$ cat config.mk
export PLATFORM = sky130hd
export DESIGN_NAME = truth_table_sweeper
export DESIGN_NICKNAME = d
export VERILOG_FILES = /design/src/rtl/truth_table_sweeper.sv
export SDC_FILE = /design/constraint.sdc
export NUM_CORES = 1
export LEC_CHECK = 0
export CORE_UTILIZATION = 40
export CTS_CLUSTER_SIZE = 40
export DETAILED_ROUTE_END_ITERATION = 8
export PLACE_DENSITY = 0.66
export RECOVER_POWER = 50
export SYNTH_ARGS = -nofsm -noshare
export SYNTH_HDL_FRONTEND = slang
export SYNTH_SLANG_ARGS = --single-unit
export TNS_END_PERCENT = 5
$ cat constraint.sdc
create_clock -name clk -period 2.5 [get_ports clk]
set_input_delay 0.25 -clock clk [delete_from_list [all_inputs] [get_ports clk]]
set_output_delay 0.25 -clock clk [all_outputs]
set_load 0.05 [all_outputs]
$ cat src/rtl/truth_table_sweeper.sv
// rtl/truth_table_sweeper.sv - sweeps a 4-input function through codes 0..15 and checks its truth table (optional: SWEEP_STOP_ON_FAIL_EN)
module truth_table_sweeper #(
    parameter int HOLD_CYCLES = 4,
    parameter int CNT_W       = 8
) (
    input  logic        clk,
    input  logic        rst_n,
    input  logic        start,
    input  logic [15:0] expected,
    input  logic        f_in,
    output logic [3:0]  vec_out,
    output logic        busy,
    output logic        done,
    output logic [15:0] truth_table,
    output logic [4:0]  mismatch_count,
    output logic [3:0]  first_fail_idx,
    output logic        pass
);

    typedef enum logic [1:0] {
        IDLE  = 2'd0,
        DRIVE = 2'd1,
        DONE  = 2'd2
    } state_t;

    localparam logic [CNT_W-1:0] HOLD_LAST = CNT_W'(HOLD_CYCLES - 1);

    state_t             state;
    state_t             state_next;
    logic [3:0]         code;
    logic [CNT_W-1:0]   hold_cnt;
    logic [15:0]        exp_q;
    logic               accept;
    logic               sample;
    logic               miss;
    logic               sweep_end;
    logic [4:0]         mismatch_next;

    // A new sweep is only taken from IDLE; requests in DRIVE/DONE are dropped.
    assign accept = (state == IDLE) && start;

    // The function output is looked at only on the last edge of each hold.
    assign sample = (state == DRIVE) && (hold_cnt == HOLD_LAST);

    // Compare against the copy of expected captured at acceptance.
    assign miss = sample && (f_in != exp_q[code]);

    // Count including the sample being taken this edge; cannot exceed 16.
    assign mismatch_next = mismatch_count + {4'd0, miss};

`ifdef SWEEP_STOP_ON_FAIL_EN
    // Abort the sweep right after the first failing sample.
    assign sweep_end = sample && ((code == 4'd15) || miss);
`else
    // Every code is always visited.
    assign sweep_end = sample && (code == 4'd15);
`endif

    // State register.
    always_ff @(posedge clk or negedge rst_n) begin
        if (!rst_n) begin
            state <= IDLE;
        end else begin
            state <= state_next;
        end
    end

    // Next-state decode.
    always_comb begin
        state_next = state;
        case (state)
            IDLE:    if (start)     state_next = DRIVE;
            DRIVE:   if (sweep_end) state_next = DONE;
            DONE:                   state_next = IDLE;
            default:                state_next = IDLE;
        endcase
    end

    // Status outputs decoded straight from the state register.
    always_comb begin
        busy = 1'b0;
        done = 1'b0;
        case (state)
            DRIVE:   busy = 1'b1;
            DONE:    done = 1'b1;
            default: begin
                busy = 1'b0;
                done = 1'b0;
            end
        endcase
    end

    // Code and hold counter; vec_out is the code register itself so it never glitches.
    always_ff @(posedge clk or negedge rst_n) begin
        if (!rst_n) begin
            code     <= 4'd0;
            hold_cnt <= '0;
        end else if (accept) begin
            code     <= 4'd0;
            hold_cnt <= '0;
        end else if (state == DRIVE) begin
            if (sample) begin
                hold_cnt <= '0;
                if (!sweep_end) begin
                    code <= code + 4'd1;
                end
            end else begin
                hold_cnt <= hold_cnt + CNT_W'(1);
            end
        end else if (state == DONE) begin
            code     <= 4'd0;
            hold_cnt <= '0;
        end
    end

    assign vec_out = code;

    // Expected latch and result capture.
    always_ff @(posedge clk or negedge rst_n) begin
        if (!rst_n) begin
            exp_q          <= 16'h0000;
            truth_table    <= 16'h0000;
            mismatch_count <= 5'd0;
            first_fail_idx <= 4'd0;
        end else if (accept) begin
            exp_q          <= expected;
            truth_table    <= 16'h0000;
            mismatch_count <= 5'd0;
            first_fail_idx <= 4'd0;
        end else if (sample) begin
            truth_table[code] <= f_in;
            mismatch_count    <= mismatch_next;
            if (miss && (mismatch_count == 5'd0)) begin
                first_fail_idx <= code;
            end
        end
    end

    // Verdict is settled on the edge entering DONE so it is valid alongside done.
    always_ff @(posedge clk or negedge rst_n) begin
        if (!rst_n) begin
            pass <= 1'b0;
        end else if (accept) begin
            pass <= 1'b0;
        end else if (sweep_end) begin
            pass <= (mismatch_next == 5'd0);
        end
    end

endmodule

==> results of run 1 <==
state kept, by name, summed over array words and instances, names as in the netlist:
name	count
mismatch_count	5
exp_q	16
vec_out	4
state	2
pass	1
first_fail_idx	4
hold_cnt	8
truth_table	16
through the flow:
| stage | utilization, % | cells | power, mW | hold WS (ns) |
|---|---|---|---|---|
| final | 52.9 | 421 | 1.79 | 0.461 |
| after global routing | 52.9 | 421 | 1.86 | 0.461 |
| after detailed placement | 51.2 | 412 | 1.18 | 0.318 |
| after floorplan | - | 280 | 1.07 | -0.0456 |
| after CTS | 53.2 | 421 | 1.82 | 0.451 |
| after global placement | 51.2 | 412 | 1.18 | 0.321 |
worst max-delay path, delay by kind of cell (launching register included):
kind,cells,cell delay (ns)
adder cells (fa/ha/maj),2,0.36
XOR/XNOR,2,0.30
flip-flops,1,0.45
multiplexers,2,1.01
AND/OR/NAND/NOR,2,0.18
AO/OA/AOI/OAI,1,0.12
routing by layer:
metal	wire length (um)	global-route usage (%)
met3	280	3.50
met5	0	0
met1	2900	26.6
met4	43	5.00
met2	3070	29.1
cells in the final DEF (no fill, tap or decap), types with 2 or more instances in the layout:
cell             count
a21oi_1              6
buf_4               12
clkbuf_1             3
clkbuf_2             2
clkbuf_8             7
clkdlybuf4s50_1     50
dfrtp_1             54
dfrtp_2              2
ha_1                 5
inv_1                7
mux2i_1             19
mux4_2               5
nand2_1             64
nand2b_1             2
nand3_1             17
nand4_1             12
nor2_1              27
nor4_1               2
nor4_4               2
o21ai_0              6
o21ai_1              3
o31ai_1              6
or4_1                2
xor2_1               8
cell type report:
type                       count  area (sq um)  area share (%)
clock buffer                   7          96.3            2.70
clock inverter                 1          30.0           0.841
inverter                       7          26.3           0.736
multi-input combinational    202          1290            36.2
sequential                    56          1400            39.3
tap                           80           100            2.80
timing repair buffer          68           622            17.4
how the worst max path moves through the flow:
stage	cells past startpoint	to	startpoint	slack (ns)
2_1_floorplan	10	pass	vec_out[0]	-0.28
4_1_cts	9	mismatch_count[4]	vec_out[0]	-0.002
3_3_place_gp	9	pass	vec_out[0]	0.003
5_1_grt	9	mismatch_count[4]	vec_out[0]	-0.21
6_report	9	mismatch_count[4]	vec_out[0]	0.01
3_5_place_dp	9	pass	vec_out[0]	-0.02
power breakdown:
part	total (mW)	internal [mW]	switching, mW
Clock	0.634	0.354	0.280
Sequential	0.957	0.936	0.0212
Combinational	0.201	0.0832	0.118
Total	1.79	1.37	0.419
cell families (layout without fill, tap and decap cells):
| logic type | count (synthesis) | count (layout) | synth area share (%) |
|---|---|---|---|
| adder cells (fa/ha/maj) | 7 | 7 | 3.15 |
| AO/OA/AOI/OAI | 24 | 24 | 5.08 |
| multiplexers | 24 | 24 | 11.3 |
| buffers and inverters | 22 | 83 | 3.51 |
| flip-flops | 56 | 56 | 50.3 |
| XOR/XNOR | 10 | 10 | 3.42 |
| AND/OR/NAND/NOR | 137 | 137 | 23.2 |
what timing repair did:
item                                    in CTS  in global routing
resized for setup                            0                  2
endpoints found under the setup margin       3                  9
hold buffers                                 1                  0
endpoints found under the hold margin       25                  0
pin swaps                                    3                  0
==> summary.txt, run 1 <==
Global routing
  • Number of global-route vias before repair: around 2100
  • Initial antenna violation count: 0
  • Largest net degree at the start of global routing: 32
  • GRT Resource Usage Total: between 10% and 20%
  • First-pass GRT wire length: around 10 mm
  • Total grt overflow: 0

Critical path
  • CP startpoint kind: register
  • CP max-delay cell: mux4_2
  • Worst Path Arrival: between 2 and 3 ns
  • R2r endpoint: mismatch_count[4]
  • Critical Path Most Common Cell: mux4_2
  • Crit Path Class: reg2reg
  • Peak per-stage delay on the critical path: about 0.52 ns
  • CP max FO: 5
  • Worst-case reg-to-reg path depth: 9
  • CP Capture Type: register
  • Worst Path Required: about 2.7 ns
  • Worst path cell trace: mux4_2 -> mux4_2 -> xnor2_2 -> nor2_1 -> ha_2 -> ha_4 -> nand3_1 -> xor2_1 -> o21ai_1
  • Worst r2r src: vec_out[0]
  • Setup slack, reg-to-reg: about 0.011 ns

Final layout
  • Post-route cell area: roughly 3600 sq um
  • Layout cells sized above 1: between 10% and 20%
  • Area Overhead vs Synth: 28.3%
  • Filler cell count: 630
  • N_diodes: 0
  • Final #Nets: approximately 370

Placed design
  • Final Wtd Congestion: 0.852
  • Placed cell areas: about 3500 sq um
  • Hpwl dp: ~4.6 mm
  • IO buf count: slightly above 50
  • Dpl ws: -0.0183 ns

Logic synthesis
  • Syn nets: 307
  • Cell Area, Synth: 2780 sq um
  • Post-Syn Instances: 280
  • Top FF cell, synth: dfrtp_1
  • Mean post-synth cell area: between 9 and 10 sq um
  • #FFs+latches synth: 56
  • Number of synthesized flops with an enable pin: 0
  • Synth top area share: 50.3%
  • Synth cell count leaders: nand2_1 (64), dfrtp_1 (56), nor2_1 (27), mux2i_1 (19), nand3_1 (17)
  • Ys Warns: 0
  • Synth unique cells: 34
  • Synth top area cells: dfrtp_1 (50%), nand2_1 (8.6%), mux2i_1 (6.8%)
  • Seq/Total Area, Yosys: 50.3%
  • Largest area contributor in the netlist: dfrtp_1
  • Most frequent cell after synthesis: nand2_1
  • Async SR Flop Fraction: between 90% and 100%

Timing
  • Crit share post-route: 99.6%
  • Worst Tran Pin Value: around 1.5 ns
  • RSZ-0062 raised after global routing: true
  • Clk_skew: 0.00485 ns
  • Achievable Freq: approximately 400 MHz
  • Max-slew headroom at the worst pin: -0.374%
  • Final Hold Vio Count: 0
  • Aggregate negative setup slack: 0 ns
  • Worst setup margin: 0.0107 ns
  • Fin. max-slew vios: 28
  • Setup violations, final: 0
  • Tmin final: approximately 2.5 ns

Die
  • Initial core utilization: between 40 and 50%
  • Die Wd: 85.4 um
  • Row Count: 30
  • Die height: 85.4 um
  • IO Count: between 50 and 60
  • Core area: 6760 sq um
  • Die area: about 7300 sq um

Clock network
  • H-tree Lvls: 2
  • Worst skew pair latency: around 0.31 ns
  • Clock buffer count from CTS: 5
  • Root Buffer: clkbuf_8
  • Clk pin slew, worst setup/hold paths: 0.09 ns
  • Sink Count: 56
  • # Post-CTS Setup Buffers: 0
  • CTS tree: done
  • Clock Path Buffers: 2

Detailed routing
  • Iteration-0 DRC Markers: about 90
  • DRC: 0
  • Per-cell routed wire length: 14.9 um
  • DRT Wirelength: between 6 and 7 mm
  • Via Count: 2186
  • DR pass1 iterations: 4
  • Routed vias/inst: slightly above 5
  • Final ANT Viol Nets: 0

Run
  • Max_cap viols: 1

Min path
  • Worst min-delay path category: in2reg
  • Hold Path Cell Cnt: 3
  • Worst Hold Path EP: exp_q[14]
  • Hold Crit Start: expected[14]

Pwr
  • Leak pwr: 1.68 nW
  • Power Dens Cells: around 500 nW/um^2
  • Worst vdd ir: ~0.00020 V

Outcome
  • Outcome: finished with violations
  • Failing checks: max-capacitance violations, max-slew violations
No activity file was read; power rests on OpenSTA's default activity.
==> run 2: changes to the inputs <==
PLACE_DENSITY = default   (was 0.66)
clock period = 2.85 ns   (was 2.5 ns; I/O delays follow)
==> run 2 against run 1 <==
Compared with the run above:
- the flow still finishes with violations (max-capacitance violations, max-slew violations)
- via count decreased by 0.82%
- count of clock-buffer cells in the layout unchanged
- power decreased by 18%
- cell area decreased by 1.7%
- routed wire length increased by 2.1%
- worst hold slack got worse by 0.075 ns
- final cell count decreased by 1.4%
- sequential share of layout area increased by 0.69 points
- first-iteration DRC count decreased by 2.3%
- global-route usage increased by 0.32 points
- critical path type unchanged
- largest cell class unchanged
- largest power group unchanged
==> summary.txt, run 2 (same netlist as run 1, synthesis figures left out) <==
Outcome
  • Outcome: finished with violations
  • Failing checks: max-capacitance violations, max-slew violations

Detailed routing
  • Top routing layer used: met4
  • Iteration-0 DRC Markers: 86
  • Routed vias/inst: 5.22
  • Via Count: about 2200
  • WL met2: 3.18 mm
  • DR pass1 iterations: 4
  • DRT Wirelength: between 6 and 7 mm
  • Per-cell routed wire length: approximately 15 um
  • Final ANT Viol Nets: 0
  • Routed wl met3: around 280 um
  • WL met1: roughly 2.9 mm
  • DRC: 0

Pwr
  • Power Dens Cells: between 400 and 500 nW/um^2
  • Worst vdd ir: between 0.0002 and 0.00025 V
  • Switching Power: 0.365 mW
  • Leak pwr: approximately 1.6 nW
  • Clock power frac: around 31%
  • Comb power frac: between 10% and 20%
  • Power Internal: about 1.1 mW
  • Switching Share: 24.8%
  • Power, Total: roughly 1.5 mW
  • Sequential power share: a little under three fifths

Clock network
  • Sink Count: 56
  • Worst skew pair latency: about 0.3 ns
  • Hold buffer count at CTS: 0
  • H-tree Lvls: 2
  • Clk pin slew, worst setup/hold paths: roughly 0.090 ns
  • Clock Path Buffers: 2
  • Root Buffer: clkbuf_8
  • CTS tree: done
  • # Post-CTS Setup Buffers: 0
  • PostCTS Resize Cnt: 0
  • Clock buffer count from CTS: 5

Placed design
  • Final Wtd Congestion: about 0.84
  • IO buf count: 51
  • Hpwl dp: around 4.6 mm

Final layout
  • Filler cell count: about 660
  • Final #Nets: between 300 and 400
  • Biggest regs: exp_q: 16 flops, truth_table: 16 flops, hold_cnt: 8 flops
  • Commonest non-fill, non-tap cell in the layout: nand2_1
  • Layout cells sized above 1: 8.66%
  • Most frequent cells in the layout: nand2_1 (64), dfrtp_1 (54), clkdlybuf4s50_1 (50)
  • N_diodes: 0
  • Area Overhead vs Synth: 26.1%

Die
  • Die area: 7300 sq um
  • Die Wd: 85.4 um
  • Row Count: 30
  • Initial core utilization: between 40% and 50%
  • Die height: ~85 um
  • Core area: 6760 sq um
  • IO Count: 52

Timing
  • Setup violations, final: 0
  • Achievable Freq: roughly 370 MHz
  • Max-slew headroom at the worst pin: -8.63%
  • Aggregate negative setup slack: 0 ns
  • Crit share post-route: about 94%
  • RSZ-0062 raised after global routing: true
  • Worst Tran Pin Value: approximately 1.6 ns
  • Clk_skew: 0.00633 ns
  • Final Hold Vio Count: 0
  • Fin. max-slew vios: 31
  • Tmin final: 2.69 ns

Global routing
  • First-pass GRT wire length: ~11 mm
  • GRT Resource Usage Total: a little under a fifth
  • Total grt overflow: 0
  • Initial antenna violation count: 0
  • Largest net degree at the start of global routing: 35
  • Number of global-route vias before repair: 2257

Critical path
  • Setup slack, reg-to-reg: ~0.16 ns
  • Worst Path Required: 3.08 ns
  • CP Capture Type: register
  • CP max FO: 5
  • Critical Path Most Common Cell: ha_2
  • Crit Path Class: reg2reg
  • CP max-delay cell: mux4_1
  • Worst Path Arrival: between 2 and 3 ns
  • CP Depth: 9
  • Worst path cell trace: mux4_1 -> mux4_2 -> xnor2_4 -> nor2_1 -> ha_2 -> ha_2 -> o31ai_1 -> nand4_1 -> o21ai_0
  • WP buf/inv: 0
  • Peak per-stage delay on the critical path: ~0.57 ns
  • Worst-case reg-to-reg path depth: 9
  • CP startpoint kind: register
  • Top Family by Delay on Critical Path: multiplexers

Min path
  • Worst min-delay path category: in2async

Run
  • Max_cap viols: 1
## run 2: path summary, 6_finish.rpt
path                                 start          to
worst max-delay path            vec_out[0]        pass
worst min-delay path                 rst_n  vec_out[0]
worst max register to register  vec_out[0]        pass
worst min register to register    exp_q[9]    exp_q[9]
max in group asynchronous            rst_n        pass
min in group clk                  exp_q[9]    exp_q[9]
## run 2: power by group through the flow
stage               combinational, mW  clock [mW]  sequential, mW
finish                          0.175       0.461           0.838
global route                    0.189       0.507           0.842
CTS                             0.177       0.479           0.838
detailed placement              0.176           0           0.854
global placement                0.174           0           0.853
floorplan                      0.0386           0           0.903
## run 2: worst reg2reg max path, cell delays in order (launching register included)
cell     delay (ns)
dfrtp_2        0.44
mux4_1         0.57
mux4_2         0.53
xnor2_4        0.19
nor2_1         0.07
ha_2           0.18
ha_2           0.19
o31ai_1        0.23
nand4_1        0.13
o21ai_0        0.08
## run 2: through the flow
stage / hold slack (ns) / cell area, sq um / utilization [%] / instances / setup slack [ns]
floorplan: -0.0106 / 2790 / - / 280 / 0.00585
global placement: 0.367 / 3420 / 50.6 / 408 / 0.236
detailed placement: 0.369 / 3420 / 50.6 / 408 / 0.114
CTS: 0.0396 / 3510 / 52.0 / 415 / 0.0938
global route: 0.499 / 3510 / 51.9 / 415 / -0.00152
finish: 0.386 / 3510 / 51.9 / 415 / 0.161
## run 2: cell type report
type / instances / area, sq um / area share (%)
clock buffer: 7 / 96.3 / 2.75
inverter: 7 / 26.3 / 0.749
sequential: 56 / 1400 / 40.0
timing repair buffer: 63 / 583 / 16.6
multi-input combinational: 202 / 1300 / 37.0
tap: 80 / 100 / 2.85
## run 2: layer usage
| layer | global-route usage (%) | up-vias |
|---|---|---|
| li1 | - | 1067 |
| met2 | 31.9 | 66 |
| met5 | 0 | - |
| met3 | 3.40 | 8 |
| met1 | 25.2 | 1027 |
| met4 | 5.00 | 0 |
==> run 3: changes to the inputs <==
CTS_CLUSTER_DIAMETER = 40   (was default)
==> results of run 3 <==
No change in the layout: final DEF, timing and power equal those of run 2.
